[src/rtl/vga_bouncing_box_if.sv]
// Pixel-timing inputs and VGA pin outputs of the bouncing-box renderer.
// master = timing/colour source side, slave = renderer side.
`timescale 1ns/1ps
interface vga_bouncing_box_if;
    logic       i_hsync;
    logic       i_vsync;
    logic       i_vblank;
    logic       i_visible;
    logic [9:0] i_hpos;
    logic [9:0] i_vpos;
    logic       i_pause;
    logic [8:0] i_box_color;
    logic [8:0] i_bg_color;
    logic       o_hsync;
    logic       o_vsync;
    logic [2:0] o_red;
    logic [2:0] o_grn;
    logic [2:0] o_blu;
    logic       o_frame_tick;
    logic [9:0] o_box_x;
    logic [9:0] o_box_y;

    modport master (
        output i_hsync, i_vsync, i_vblank, i_visible, i_hpos, i_vpos,
               i_pause, i_box_color, i_bg_color,
        input  o_hsync, o_vsync, o_red, o_grn, o_blu, o_frame_tick,
               o_box_x, o_box_y
    );

    modport slave (
        input  i_hsync, i_vsync, i_vblank, i_visible, i_hpos, i_vpos,
               i_pause, i_box_color, i_bg_color,
        output o_hsync, o_vsync, o_red, o_grn, o_blu, o_frame_tick,
               o_box_x, o_box_y
    );
endinterface

[src/rtl/vga_bouncing_box.sv]
// Draws a bouncing square over a background; pixels and syncs 2 cycles after inputs.
// No backpressure: one pixel accepted and produced every clock.
`timescale 1ns/1ps
module vga_bouncing_box #(
    parameter int H_VISIBLE = 640,
    parameter int V_VISIBLE = 480,
    parameter int BOX_SIZE  = 32,
    parameter int BOX_SPEED = 2
) (
    input  logic                i_clk,
    input  logic                i_rst,
    vga_bouncing_box_if.slave   bus
);
    localparam logic [10:0] SIZE11  = 11'(BOX_SIZE);
    localparam logic [10:0] SPEED11 = 11'(BOX_SPEED);
    localparam logic [9:0]  SPEED10 = 10'(BOX_SPEED);
    localparam logic [10:0] XMAX11  = 11'(H_VISIBLE - BOX_SIZE);
    localparam logic [10:0] YMAX11  = 11'(V_VISIBLE - BOX_SIZE);

    typedef enum logic [1:0] {IDLE, MOVE_X, MOVE_Y} state_t;

    state_t     state_q, state_d;
    logic       prev_vblank_q, prev_vblank_d;
    logic       frame_tick_q, frame_tick_d;
    logic [9:0] x_q, x_d, y_q, y_d;
    logic       dx_q, dx_d, dy_q, dy_d;   // 1 = moving towards 0
    logic       s1_hsync_q, s1_hsync_d, s1_vsync_q, s1_vsync_d;
    logic       s1_visible_q, s1_visible_d, s1_in_box_q, s1_in_box_d;
    logic [8:0] s1_box_color_q, s1_box_color_d, s1_bg_color_q, s1_bg_color_d;
    logic       hsync_q, hsync_d, vsync_q, vsync_d;
    logic [8:0] rgb_q, rgb_d;
    logic       vblank_rise;

    // Returns {new_dir, new_pos}; clamps onto the edge and flips in one step.
    function automatic logic [10:0] axis_step(input logic [9:0] pos,
                                              input logic       neg,
                                              input logic [10:0] pmax);
        logic [10:0] p;
        p = {1'b0, pos};
        if (!neg) begin
            if (p + SPEED11 >= pmax) return {1'b1, pmax[9:0]};
            else                     return {1'b0, pos + SPEED10};
        end else begin
            if (p <= SPEED11) return {1'b0, 10'd0};
            else              return {1'b1, pos - SPEED10};
        end
    endfunction

    assign vblank_rise = bus.i_vblank & ~prev_vblank_q;

    always_comb begin
        state_d = state_q;
        case (state_q)
            IDLE:    if (vblank_rise && !bus.i_pause) state_d = MOVE_X;
            MOVE_X:  state_d = MOVE_Y;
            MOVE_Y:  state_d = IDLE;
            default: state_d = IDLE;
        endcase
    end

    always_comb begin
        x_d  = x_q;
        dx_d = dx_q;
        y_d  = y_q;
        dy_d = dy_q;
        case (state_q)
            MOVE_X:  {dx_d, x_d} = axis_step(x_q, dx_q, XMAX11);
            MOVE_Y:  {dy_d, y_d} = axis_step(y_q, dy_q, YMAX11);
            default: ;
        endcase
        prev_vblank_d = bus.i_vblank;
        frame_tick_d  = vblank_rise;
    end

    // Colours travel with the pixel so a colour change lands exactly 2 cycles later.
    always_comb begin
        s1_hsync_d     = bus.i_hsync;
        s1_vsync_d     = bus.i_vsync;
        s1_visible_d   = bus.i_visible;
        s1_in_box_d    = ({1'b0, bus.i_hpos} >= {1'b0, x_q}) &&
                         ({1'b0, bus.i_hpos} <  ({1'b0, x_q} + SIZE11)) &&
                         ({1'b0, bus.i_vpos} >= {1'b0, y_q}) &&
                         ({1'b0, bus.i_vpos} <  ({1'b0, y_q} + SIZE11));
        s1_box_color_d = bus.i_box_color;
        s1_bg_color_d  = bus.i_bg_color;
        hsync_d        = s1_hsync_q;
        vsync_d        = s1_vsync_q;
        rgb_d          = 9'd0;
        if (s1_visible_q) rgb_d = s1_in_box_q ? s1_box_color_q : s1_bg_color_q;
    end

    always_ff @(posedge i_clk or posedge i_rst) begin
        if (i_rst) begin
            state_q        <= IDLE;
            prev_vblank_q  <= 1'b0;
            frame_tick_q   <= 1'b0;
            x_q            <= 10'd0;
            y_q            <= 10'd0;
            dx_q           <= 1'b0;
            dy_q           <= 1'b0;
            s1_hsync_q     <= 1'b0;
            s1_vsync_q     <= 1'b0;
            s1_visible_q   <= 1'b0;
            s1_in_box_q    <= 1'b0;
            s1_box_color_q <= 9'd0;
            s1_bg_color_q  <= 9'd0;
            hsync_q        <= 1'b0;
            vsync_q        <= 1'b0;
            rgb_q          <= 9'd0;
        end else begin
            state_q        <= state_d;
            prev_vblank_q  <= prev_vblank_d;
            frame_tick_q   <= frame_tick_d;
            x_q            <= x_d;
            y_q            <= y_d;
            dx_q           <= dx_d;
            dy_q           <= dy_d;
            s1_hsync_q     <= s1_hsync_d;
            s1_vsync_q     <= s1_vsync_d;
            s1_visible_q   <= s1_visible_d;
            s1_in_box_q    <= s1_in_box_d;
            s1_box_color_q <= s1_box_color_d;
            s1_bg_color_q  <= s1_bg_color_d;
            hsync_q        <= hsync_d;
            vsync_q        <= vsync_d;
            rgb_q          <= rgb_d;
        end
    end

    assign bus.o_hsync      = hsync_q;
    assign bus.o_vsync      = vsync_q;
    assign bus.o_red        = rgb_q[8:6];
    assign bus.o_grn        = rgb_q[5:3];
    assign bus.o_blu        = rgb_q[2:0];
    assign bus.o_frame_tick = frame_tick_q;
    assign bus.o_box_x      = x_q;
    assign bus.o_box_y      = y_q;
endmodule

[src/flat_wrapper.sv]
// flat-port wrapper written by rule: the top's interface ports become plain ports
module vga_bouncing_box_flat 
#(
    parameter int H_VISIBLE = 640,
    parameter int V_VISIBLE = 480,
    parameter int BOX_SIZE  = 32,
    parameter int BOX_SPEED = 2
)
  (i_clk, i_rst, bus_i_hsync, bus_i_vsync, bus_i_vblank, bus_i_visible, bus_i_hpos, bus_i_vpos, bus_i_pause, bus_i_box_color, bus_i_bg_color, bus_o_hsync, bus_o_vsync, bus_o_red, bus_o_grn, bus_o_blu, bus_o_frame_tick, bus_o_box_x, bus_o_box_y);
  vga_bouncing_box_if bus_i ();
  input  logic i_clk;
  input  logic i_rst;
  input wire logic [$bits(bus_i.i_hsync)-1:0] bus_i_hsync;
  input wire logic [$bits(bus_i.i_vsync)-1:0] bus_i_vsync;
  input wire logic [$bits(bus_i.i_vblank)-1:0] bus_i_vblank;
  input wire logic [$bits(bus_i.i_visible)-1:0] bus_i_visible;
  input wire logic [$bits(bus_i.i_hpos)-1:0] bus_i_hpos;
  input wire logic [$bits(bus_i.i_vpos)-1:0] bus_i_vpos;
  input wire logic [$bits(bus_i.i_pause)-1:0] bus_i_pause;
  input wire logic [$bits(bus_i.i_box_color)-1:0] bus_i_box_color;
  input wire logic [$bits(bus_i.i_bg_color)-1:0] bus_i_bg_color;
  output wire logic [$bits(bus_i.o_hsync)-1:0] bus_o_hsync;
  output wire logic [$bits(bus_i.o_vsync)-1:0] bus_o_vsync;
  output wire logic [$bits(bus_i.o_red)-1:0] bus_o_red;
  output wire logic [$bits(bus_i.o_grn)-1:0] bus_o_grn;
  output wire logic [$bits(bus_i.o_blu)-1:0] bus_o_blu;
  output wire logic [$bits(bus_i.o_frame_tick)-1:0] bus_o_frame_tick;
  output wire logic [$bits(bus_i.o_box_x)-1:0] bus_o_box_x;
  output wire logic [$bits(bus_i.o_box_y)-1:0] bus_o_box_y;
  assign bus_i.i_hsync = bus_i_hsync;
  assign bus_i.i_vsync = bus_i_vsync;
  assign bus_i.i_vblank = bus_i_vblank;
  assign bus_i.i_visible = bus_i_visible;
  assign bus_i.i_hpos = bus_i_hpos;
  assign bus_i.i_vpos = bus_i_vpos;
  assign bus_i.i_pause = bus_i_pause;
  assign bus_i.i_box_color = bus_i_box_color;
  assign bus_i.i_bg_color = bus_i_bg_color;
  assign bus_o_hsync = bus_i.o_hsync;
  assign bus_o_vsync = bus_i.o_vsync;
  assign bus_o_red = bus_i.o_red;
  assign bus_o_grn = bus_i.o_grn;
  assign bus_o_blu = bus_i.o_blu;
  assign bus_o_frame_tick = bus_i.o_frame_tick;
  assign bus_o_box_x = bus_i.o_box_x;
  assign bus_o_box_y = bus_i.o_box_y;
  vga_bouncing_box #(.H_VISIBLE(H_VISIBLE), .V_VISIBLE(V_VISIBLE), .BOX_SIZE(BOX_SIZE), .BOX_SPEED(BOX_SPEED)) u_core (.i_clk(i_clk), .i_rst(i_rst), .bus(bus_i));
endmodule
[config.mk]
export PLATFORM = sky130hd
export DESIGN_NAME = vga_bouncing_box_flat
export DESIGN_NICKNAME = d
export VERILOG_FILES = /design/src/rtl/vga_bouncing_box_if.sv /design/src/rtl/vga_bouncing_box.sv /design/src/flat_wrapper.sv
export SDC_FILE = /design/constraint.sdc
export NUM_CORES = 1
export LEC_CHECK = 0
export CAP_MARGIN = 20
export CORE_ASPECT_RATIO = 1.2
export CORE_MARGIN = 5
export CORE_UTILIZATION = 50
export CTS_CLUSTER_DIAMETER = 30
export CTS_CLUSTER_SIZE = 14
export DETAILED_ROUTE_END_ITERATION = 12
export MAX_ROUTING_LAYER = met4
export PLACE_DENSITY = 0.87
export SYNTH_ARGS = -nofsm -noshare
export SYNTH_HDL_FRONTEND = slang
export SYNTH_SLANG_ARGS = --single-unit
[constraint.sdc]
create_clock -name i_clk -period 2.6 [get_ports i_clk]
set_input_delay 0.39 -clock i_clk [delete_from_list [all_inputs] [get_ports i_clk]]
set_output_delay 0.39 -clock i_clk [all_outputs]
set_load 0.01 [all_outputs]
==> flow_metrics.py, run 1 <==
metrics = {
    "placement": {
        "hpwlAfterDp_um": 7540,
        "dpl_cell_area_um2": 4660,
        "io_buffers": 72,
        "placed_cells": 561,
        "place_ws_ps": 118,
        "place_congestion": 0.906,
    },
    "cells_and_area": {
        "diodes": 0,
        "fin_nets": 563,
        "final_cell_mix": "72 x clkdlybuf4s50_1, 57 x dfrtp_1, 38 x ha_1",
        "fin_util_pct": 64.2,
        "drive_above_1_share_pct": 11.1,
        "fin_area_um2": 4890,
        "layout_commonest_cell": "clkdlybuf4s50_1",
        "area_delta_synth_final_pct": 26.8,
        "fill_cells": 638,
        "layout.cells.non_filler": 577,
    },
    "timing": {
        "fin_ws_ps": 189,
        "hold_viol": 0,
        "fin_skew_ps": 9.02,
        "min_period_ps": 2410,
        "timing.final.crit_share_pct": 92.7,
        "grt_setup_unrepaired": "no",
        "holdWs_ps": 350,
        "setup_viol": 0,
        "drv_slew": 0,
        "tightestPinTransition_ps": 817,
        "slew_headroom_pct": 45.4,
        "fmax_ghz": 0.415,
        "finalSetupTns_ps": 0,
    },
    "synth": {
        "synth_area_leaders": "dfrtp_1 37%, ha_1 12%, o21ai_0 3.6%",
        "synth_seq_cells": 57,
        "seq_area_frac_synth_pct": 37.0,
        "synth_area_leader_cell": "dfrtp_1",
        "synthArstFlopShare_pct": 100,
        "ys_types": 77,
        "syn-cell-area_um2": 3860,
        "synth_enable_flop_cells": 0,
        "synth_warnings": 0,
        "netlist_instances": 405,
        "syn_avg_cell_area_um2": 9.52,
        "ys.flop_type": "dfrtp_1",
        "yosysTopAreaCellShare_pct": 37.0,
    },
    "global_route": {
        "grt_usage_pct": 21.4,
        "grt_pass1_vias": 3494,
        "grt-ovfl-total": 0,
        "grt_antenna_before_repair": 0,
        "grt_max_degree": 23,
        "grt_pass1_wl_um": 16600,
    },
    "routing": {
        "drt_iter0_markers": 213,
        "first_pass_iters": 5,
        "drc_errors": 0,
        "wl_um": 9850,
        "via_per_inst": 6.15,
        "vias": 3549,
        "wl_per_cell_um": 17.1,
        "ant_nets": 0,
    },
    "cts": {
        "post-cts-setup-buffer-count": 0,
        "path_clk_slew_ps": 60,
        "numClockSinks": 57,
        "cts_root_buffer": "clkbuf_8",
        "postCtsHoldBufs": 0,
        "insertion_delay_ps": 340,
        "ctsResizeCount": 0,
        "cts_tree": "built",
        "ctsHtreeMaxLevel": 3,
        "numCtsBuffers": 9,
        "clock_path_buffers": 2,
    },
    "worst_setup_path": {
        "cp.required_ps": 2800,
        "arrival_ps": 2610,
        "crit_type": "register to register",
        "cp_max_fo": 7,
        "crit_path_start": "u_core.bus.o_box_x[1]$_DFFE_PP0P_",
        "critPathCaptureType": "register",
        "start_kind": "register",
        "r2r-start": "u_core.bus.o_box_x[1]$_DFFE_PP0P_",
    },
    "floorplan": {
        "die_w_um": 90.2,
        "core_area_um2": 7620,
        "die_area_um2": 9580,
        "num_rows": 35,
        "top_level_ports": 77,
        "die_y_um": 106,
        "initial_core_util_pct": 50.6,
    },
    "run": {
        "maxCapViolations": 0,
    },
    "outcome": {
        "status": "finished clean",
    },
    "power": {
        "leakagePower_nw": 2.08,
        "peakVddDrop_v": 0.000571,
        "power_density_nw_per_um2": 947,
        "total_power_mw": 4.63,
    },
    "hold_path": {
        "min_from": "u_core.s1_vsync_q$_DFF_PP0_",
        "hold_path.class": "register to register",
    },
}
[routing by layer]
metal	track usage, %	vias to the layer above	part of all wire (%)
met2	37.7	179	53
met5	-	-	0
met3	3.89	32	6.6
li1	-	1640	-
met4	7.13	0	2.5
met1	24.6	1698	38
[critical path, stage by stage (launching register included)]
cell,delay (ps)
dfrtp_1,530
buf_4,220
ha_1,150
and4bb_2,290
a21oi_2,80
o21ai_0,560
o21ai_0,190
a32oi_1,150
o21ai_0,120
[worst paths after layout]
check                           slack, ps                                end  cells past startpoint
worst max register to register        190  u_core.bus.o_box_x[4]$_DFFE_PP0P_                      8
worst min-delay path                  350       u_core.bus.o_vsync$_DFF_PP0_                      0
max in group asynchronous            1590       u_core.s1_in_box_q$_DFF_PP0_                      3
worst min register to register        350       u_core.bus.o_vsync$_DFF_PP0_                      0
min in group asynchronous             380  u_core.s1_bg_color_q[4]$_DFF_PP0_                      2
worst max-delay path                  190  u_core.bus.o_box_x[4]$_DFFE_PP0P_                      8
[power breakdown]
group	leakage, nW	switching (mW)	internal (mW)	total (mW)
Sequential	0.670	0.292	1.04	1.33
Clock	0.117	0.353	0.594	0.947
Combinational	1.30	1.28	1.08	2.36
Total	2.08	1.92	2.71	4.63
[synth_stat cells, types with 3 or more instances]
cell type,instances
inv_1,26
nand4_1,4
nand2b_1,4
o21a_1,7
nor3_1,18
buf_4,4
a211oi_1,3
o21ai_1,3
dfrtp_1,57
clkbuf_1,5
ha_1,38
a31oi_1,6
nor4_1,4
a21o_1,5
xnor2_1,6
nor2_1,21
a2111oi_0,5
o21ai_0,28
o211ai_1,3
nand2_1,22
mux2i_1,9
a21oi_1,24
o22ai_1,4
nand3_1,16
buf_2,10
nor2b_1,11
and3_1,3
[area by class of cell]
| class | count | area, um2 | share of cell area [%] |
|---|---|---|---|
| Clock buffer | 12 | 155 | 3.17 |
| Timing Repair Buffer | 87 | 833 | 17.0 |
| Tap cell | 92 | 115 | 2.35 |
| Inverter | 26 | 97.6 | 1.99 |
| Sequential cell | 57 | 1430 | 29.2 |
| Multi-Input combinational cell | 299 | 2190 | 44.8 |
| Clock inverter | 4 | 73.8 | 1.51 |
[cells by family after synthesis]
logic type               Yosys count  share of synthesized area [%]
AO/OA/AOI/OAI                    118                           21.5
XOR/XNOR                           6                           1.36
adder cells (fa/ha/maj)           38                           12.3
buffers and inverters             50                           6.32
flip-flops                        57                           37.0
multiplexers                      10                           2.72
other                              1                         0.0972
AND/OR/NAND/NOR                  125                           18.7
[sequential cells by signal, summed over array words and instances, names as in the netlist]
signal	flops
u_core.rgb_q	9
u_core.bus.o_hsync	1
u_core.prev_vblank_q	1
u_core.s1_box_color_q	9
u_core.bus.o_frame_tick	1
u_core.hsync_d	1
u_core.dx_q	1
u_core.state_q	2
u_core.bus.o_box_y	9
u_core.s1_in_box_q	1
u_core.bus.o_box_x	9
u_core.s1_bg_color_q	9
u_core.s1_visible_q	1
u_core.dy_q	1
u_core.s1_vsync_q	1
u_core.bus.o_vsync	1
Power figures use the tool's default switching activity.
==> inputs of run 2 (changes only) <==
--- a/config.mk
+++ b/config.mk
@@ -6,7 +6,7 @@
 export NUM_CORES = 1
 export LEC_CHECK = 0
 export CAP_MARGIN = 20
-export CORE_ASPECT_RATIO = 1.2
+export CORE_ASPECT_RATIO = 1.25
 export CORE_MARGIN = 5
 export CORE_UTILIZATION = 50
 export CTS_CLUSTER_DIAMETER = 30
==> run 2 against run 1 <==
Clock skew fell by 2.4 ps. Routed wire length rose by 1.8%. Sequential cell count did not move. Cell area shrank 0.51%. Register-to-register slack worse by 140 ps. Global-route usage grew 0.99 points. Sequential share of layout area rose by 0.15 points. Cell count shrank 0.17%. Largest cell class unchanged.
==> flow_metrics.py, run 2 (synthesis results as in run 1) <==
metrics = {
    "routing": {
        "wl_met3_um": 575,
        "drt_iter0_markers": 275,
        "first_pass_iters": 8,
        "drc_errors": 0,
        "wl_um": 10000,
        "wl_per_cell_um": 17.4,
        "vias": 3503,
        "wl_met2_um": 5240,
        "routed.top_layer": "met4",
        "via_per_inst": 6.08,
        "ant_nets": 0,
        "wirelength_met1_um": 3860,
    },
    "cells_and_area": {
        "fin_area_um2": 4870,
        "fin_nets": 562,
        "final_cell_mix": "72 x clkdlybuf4s50_1, 57 x dfrtp_1, 38 x ha_1",
        "drive_above_1_share_pct": 10.7,
        "diodes": 0,
        "layout_commonest_cell": "clkdlybuf4s50_1",
        "area_delta_synth_final_pct": 26.2,
    },
    "cts": {
        "ctsHtreeMaxLevel": 3,
        "postCtsHoldBufs": 0,
        "cts_root_buffer": "clkbuf_8",
        "numClockSinks": 57,
        "clock_path_buffers": 2,
        "ctsResizeCount": 0,
        "post-cts-setup-buffer-count": 0,
        "cts_tree": "built",
        "numCtsBuffers": 9,
        "insertion_delay_ps": 330,
        "path_clk_slew_ps": 70,
    },
    "worst_setup_path": {
        "arrival_ps": 2760,
        "critical_path.most_common_cell": "o21ai_0",
        "crit_path_max_incr_delay_ps": 640,
        "worstPathCellList": "inv_1, ha_1, and4bb_2, a21oi_2, o21ai_0, o21ai_0, a32oi_1, o21ai_0",
        "start_kind": "register",
        "cpLargestDelayFamily": "compound AO/OA/AOI/OAI gates",
        "critPathBufInv": 1,
        "cp.required_ps": 2800,
        "critPathCaptureType": "register",
        "cp_max_fo": 6,
        "crit_type": "register to register",
        "slowest_stage": "o21ai_0",
    },
    "power": {
        "peakVddDrop_v": 0.000558,
        "power_density_nw_per_um2": 943,
        "leakagePower_nw": 2.07,
    },
    "timing": {
        "grt_setup_unrepaired": "no",
        "tightestPinTransition_ps": 776,
        "fin_ws_ps": 46.6,
        "drv_slew": 0,
        "slew_headroom_pct": 47.7,
        "hold_viol": 0,
        "min_period_ps": 2550,
        "fin_skew_ps": 6.60,
        "timing.final.crit_share_pct": 98.2,
        "finalSetupTns_ps": 0,
        "fmax_ghz": 0.392,
        "setup_viol": 0,
        "holdWs_ps": 350,
    },
    "floorplan": {
        "core_area_um2": 7440,
        "top_level_ports": 77,
        "die_y_um": 108,
        "die_w_um": 88.6,
        "initial_core_util_pct": 51.8,
        "die_area_um2": 9580,
        "num_rows": 35,
    },
    "global_route": {
        "grt-ovfl-total": 0,
        "grt_pass1_wl_um": 16300,
        "grt_usage_pct": 22.4,
        "grt_antenna_before_repair": 0,
        "grt_pass1_vias": 3520,
        "grt_max_degree": 23,
    },
    "placement": {
        "place_ws_ps": 135,
        "place_congestion": 0.967,
        "hpwlAfterDp_um": 7650,
        "io_buffers": 72,
        "dpl_cell_area_um2": 4660,
    },
    "run": {
        "maxCapViolations": 0,
    },
    "hold_path": {
        "hold_path.class": "register to register",
    },
    "outcome": {
        "status": "finished clean",
    },
}
-- run 2: cell count changes in the layout (fill, tap and decap cells not counted) --
cell       previous run  this run
a2111oi_0             5         4
a2111oi_1             0         1
buf_4                15        14
clkbuf_1              1         2
clkbuf_8             11         9
clkinv_2              1         2
-- run 2: metal layers --
layer / global-route usage (%) / up-vias
met5: - / -
met4: 11.2 / 0
met3: 3.66 / 45
met2: 37.8 / 166
met1: 25.3 / 1653
li1: - / 1639
-- run 2: power by group --
part,internal (mW),switching [mW]
clock,0.540,0.367
combinational,1.08,1.28
sequential,1.04,0.283
total,2.66,1.93
-- run 2: path summary, 6_finish.rpt --
path,slack (ps),endpoint,from,depth (start not counted)
worst max register to register,50,u_core.bus.o_box_x[4]$_DFFE_PP0P_,u_core.bus.o_box_x[6]$_DFFE_PP0P_,8
max in group asynchronous,1570,u_core.prev_vblank_q$_DFF_PP0_,i_rst,3
worst min-delay path,350,u_core.bus.o_vsync$_DFF_PP0_,u_core.s1_vsync_q$_DFF_PP0_,0
min in group asynchronous,380,u_core.bus.o_box_x[8]$_DFFE_PP0P_,i_rst,2
worst max-delay path,50,u_core.bus.o_box_x[4]$_DFFE_PP0P_,u_core.bus.o_box_x[6]$_DFFE_PP0P_,8
worst min register to register,350,u_core.bus.o_vsync$_DFF_PP0_,u_core.s1_vsync_q$_DFF_PP0_,0
-- run 2: worst register-to-register path, cell delays in order (launching register included) --
cell      delay [ps]
dfrtp_1          450
inv_1            220
ha_1             220
and4bb_2         290
a21oi_2           80
o21ai_0          640
o21ai_0          250
a32oi_1          180
o21ai_0          100
-- run 2: cell type report --
type	count	area (um2)
multi-input cells	299	2190
repair buffers	86	826
well taps	92	115
fillers	627	2580
clock buffers	11	131
clock inverters	5	78.8
inverters	26	97.6
flip-flops and latches	57	1430
-- run 2: through the flow --
stage	utilization (%)	std cells	total power, mW
2_1_floorplan	-	406	2.88
3_3_place_gp	62.5	560	3.55
3_5_place_dp	62.5	560	3.66
4_1_cts	65.4	576	4.58
5_1_grt	65.4	576	4.90
6_report	65.4	576	4.59
==> patch (flow settings as in run 1) <==
`H_VISIBLE` is set to 640 in 2 places; all go to 320.
--- a/src/rtl/vga_bouncing_box.sv
+++ b/src/rtl/vga_bouncing_box.sv
@@ -3,5 +3,5 @@
 `timescale 1ns/1ps
 module vga_bouncing_box #(
-    parameter int H_VISIBLE = 640,
+    parameter int H_VISIBLE = 320,
     parameter int V_VISIBLE = 480,
     parameter int BOX_SIZE  = 32,
--- a/src/flat_wrapper.sv
+++ b/src/flat_wrapper.sv
@@ -2,5 +2,5 @@
 module vga_bouncing_box_flat 
 #(
-    parameter int H_VISIBLE = 640,
+    parameter int H_VISIBLE = 320,
     parameter int V_VISIBLE = 480,
     parameter int BOX_SIZE  = 32,
Formal check against the unedited RTL: same outputs for any inputs over 10 cycles, from zero or initial values and one cycle with i_rst high; that may be too few to reach the edited logic, so the function may still have changed.
==> patch against run 1 <==
Die area is 6.5% lower; hold slack hardly changed; wire length is 11% lower; setup slack worse by 0.0094 ns; sequential share of layout area is 1.7 points higher; area after synthesis is 7.2% lower; sequential cell count stayed put; design area is 5.4% lower.
Power is not compared: it rests on default switching activity, and its combinational part moved more than twofold at a synthesized area within 25%.
==> patch: results (changes against run 1) <==
status: "finished, final reports clean"
post-dp-hpwl_um: 6671  # -12%
reg2reg_from: "u_core.bus.o_box_x[5]"
post_dp_cell_area_um2: 4433  # -4.9%
antenna_cells: 0  # unchanged
r2r_cells: 7  # -1
cts_root_buffer: "clkbuf_8"
stdcell_count: 541  # -6.2%
synth_fa_ha_area_frac: 0.1329  # +0.009611
yosysWarnings: 0  # unchanged
crit_fanout: 10  # +3
hold_ws_ns: 0.3501  # -0.0001150 ns
clkTransAtPathRegs_ns: 0.07
yosysSeqAreaShare: 0.3986  # +0.02883
synth_xor_area_frac: 0.01958  # +0.005957
period_minus_slack_ns: 2.420  # +0.009410 ns
fin_nets: 532  # -5.5%
viasPerCell: 5.902  # -4.0%
relSlewSlack: 0.6130  # +0.1590
syn_area_per_cell_um2: 9.777  # +2.7%
ys_top_cells_by_area: "dfrtp_1 40%, ha_1 13%, a21oi_1 3.1%"
globalplace.congestion: 0.9796  # +8.1%
critical_path_arrival_ns: 2.63  # +0.02 ns
drt_first_pass_iters: 5  # unchanged
drt_iter0_drc: 143  # -33%
totalWireLength_um: 8752  # -11%
area.growth.synth_to_final_pct: 29.37
synth_mux_area_frac: 0.03112  # +0.003873
hp-start: "u_core.hsync_d"
cp_slowest_cell: "dfrtp_1"
post_cts_resized: 0  # unchanged
fill_cells: 564  # -12%
place_ws_ns: 0.1816  # +0.06366 ns
holdPathEnd: "u_core.bus.o_hsync"
cpPeakStageDelay_ns: 0.50  # -0.06 ns
fin_skew_ns: 0.005661  # -0.003359 ns
yosysUniqueCellTypes: 59  # -23%
synth_compound_area_frac: 0.1881  # -0.02661
final_layout_size_suffix_gt1_frac: 0.09251  # -0.01883
grtUsageTotal: 0.2107  # -0.003155
yosys-top-cells-count: "57 x dfrtp_1, 38 x ha_1, 25 x inv_1"
grt_max_degree: 33  # +43%
grt_pass1_wl_um: 14300  # -14%
grt_pass1_vias: 3134  # -10%
port_buffers: 72  # unchanged
dp.cells: 525  # -6.4%
patch: cell count changes after synthesis, sizes merged, moves of 3 or more:
cell / before / now
a2111oi: 5 / 0
a21oi: 25 / 22
a31oi: 8 / 3
and2: 2 / 5
buf: 16 / 11
nand2: 22 / 14
nor3: 20 / 9
o21a: 7 / 2
o21ai: 32 / 21
o22ai: 4 / 8
o2bb2ai: 0 / 3
or3: 1 / 4
patch: logic make-up (layout without fill, tap and decap cells):
| logic type | Yosys count | in the layout |
|---|---|---|
| compound gates | 100 | 100 |
| flops | 57 | 57 |
| xor+xnor | 8 | 8 |
| simple gates | 106 | 106 |
| mux | 11 | 11 |
| fa+ha+maj | 38 | 38 |
| other cells | 1 | 2 |
| buf+inv | 45 | 132 |
patch: area by class of cell:
cell class | instances | share of cell area
Clock buffer | 11 | 0.03054
Clock inverter | 5 | 0.01189
Inverter | 25 | 0.02027
Multi-Input combinational cell | 265 | 0.4165
Sequential cell | 57 | 0.3081
Tap cell | 87 | 0.02351
Timing Repair Buffer | 91 | 0.1892
patch: routing by layer:
layer | share of wire | up-vias | routed length [um] | global-route usage
li1 | - | 1506 | - | -
met1 | 0.40 | 1505 | 3472 | 0.2453
met2 | 0.50 | 141 | 4408 | 0.3448
met3 | 0.064 | 41 | 564 | 0.04157
met4 | 0.035 | 0 | 307 | 0.1098
met5 | 0 | - | 0 | -
patch: power by group through the flow:
stage               clock network (uW)  logic, uW  registers, uW
CTS                                834       1070           1100
detailed placement                   0       1060           1110
finish                             813       1080           1100
floorplan                            0        681           1090
global placement                     0       1020           1110
global route                       864       1190           1120
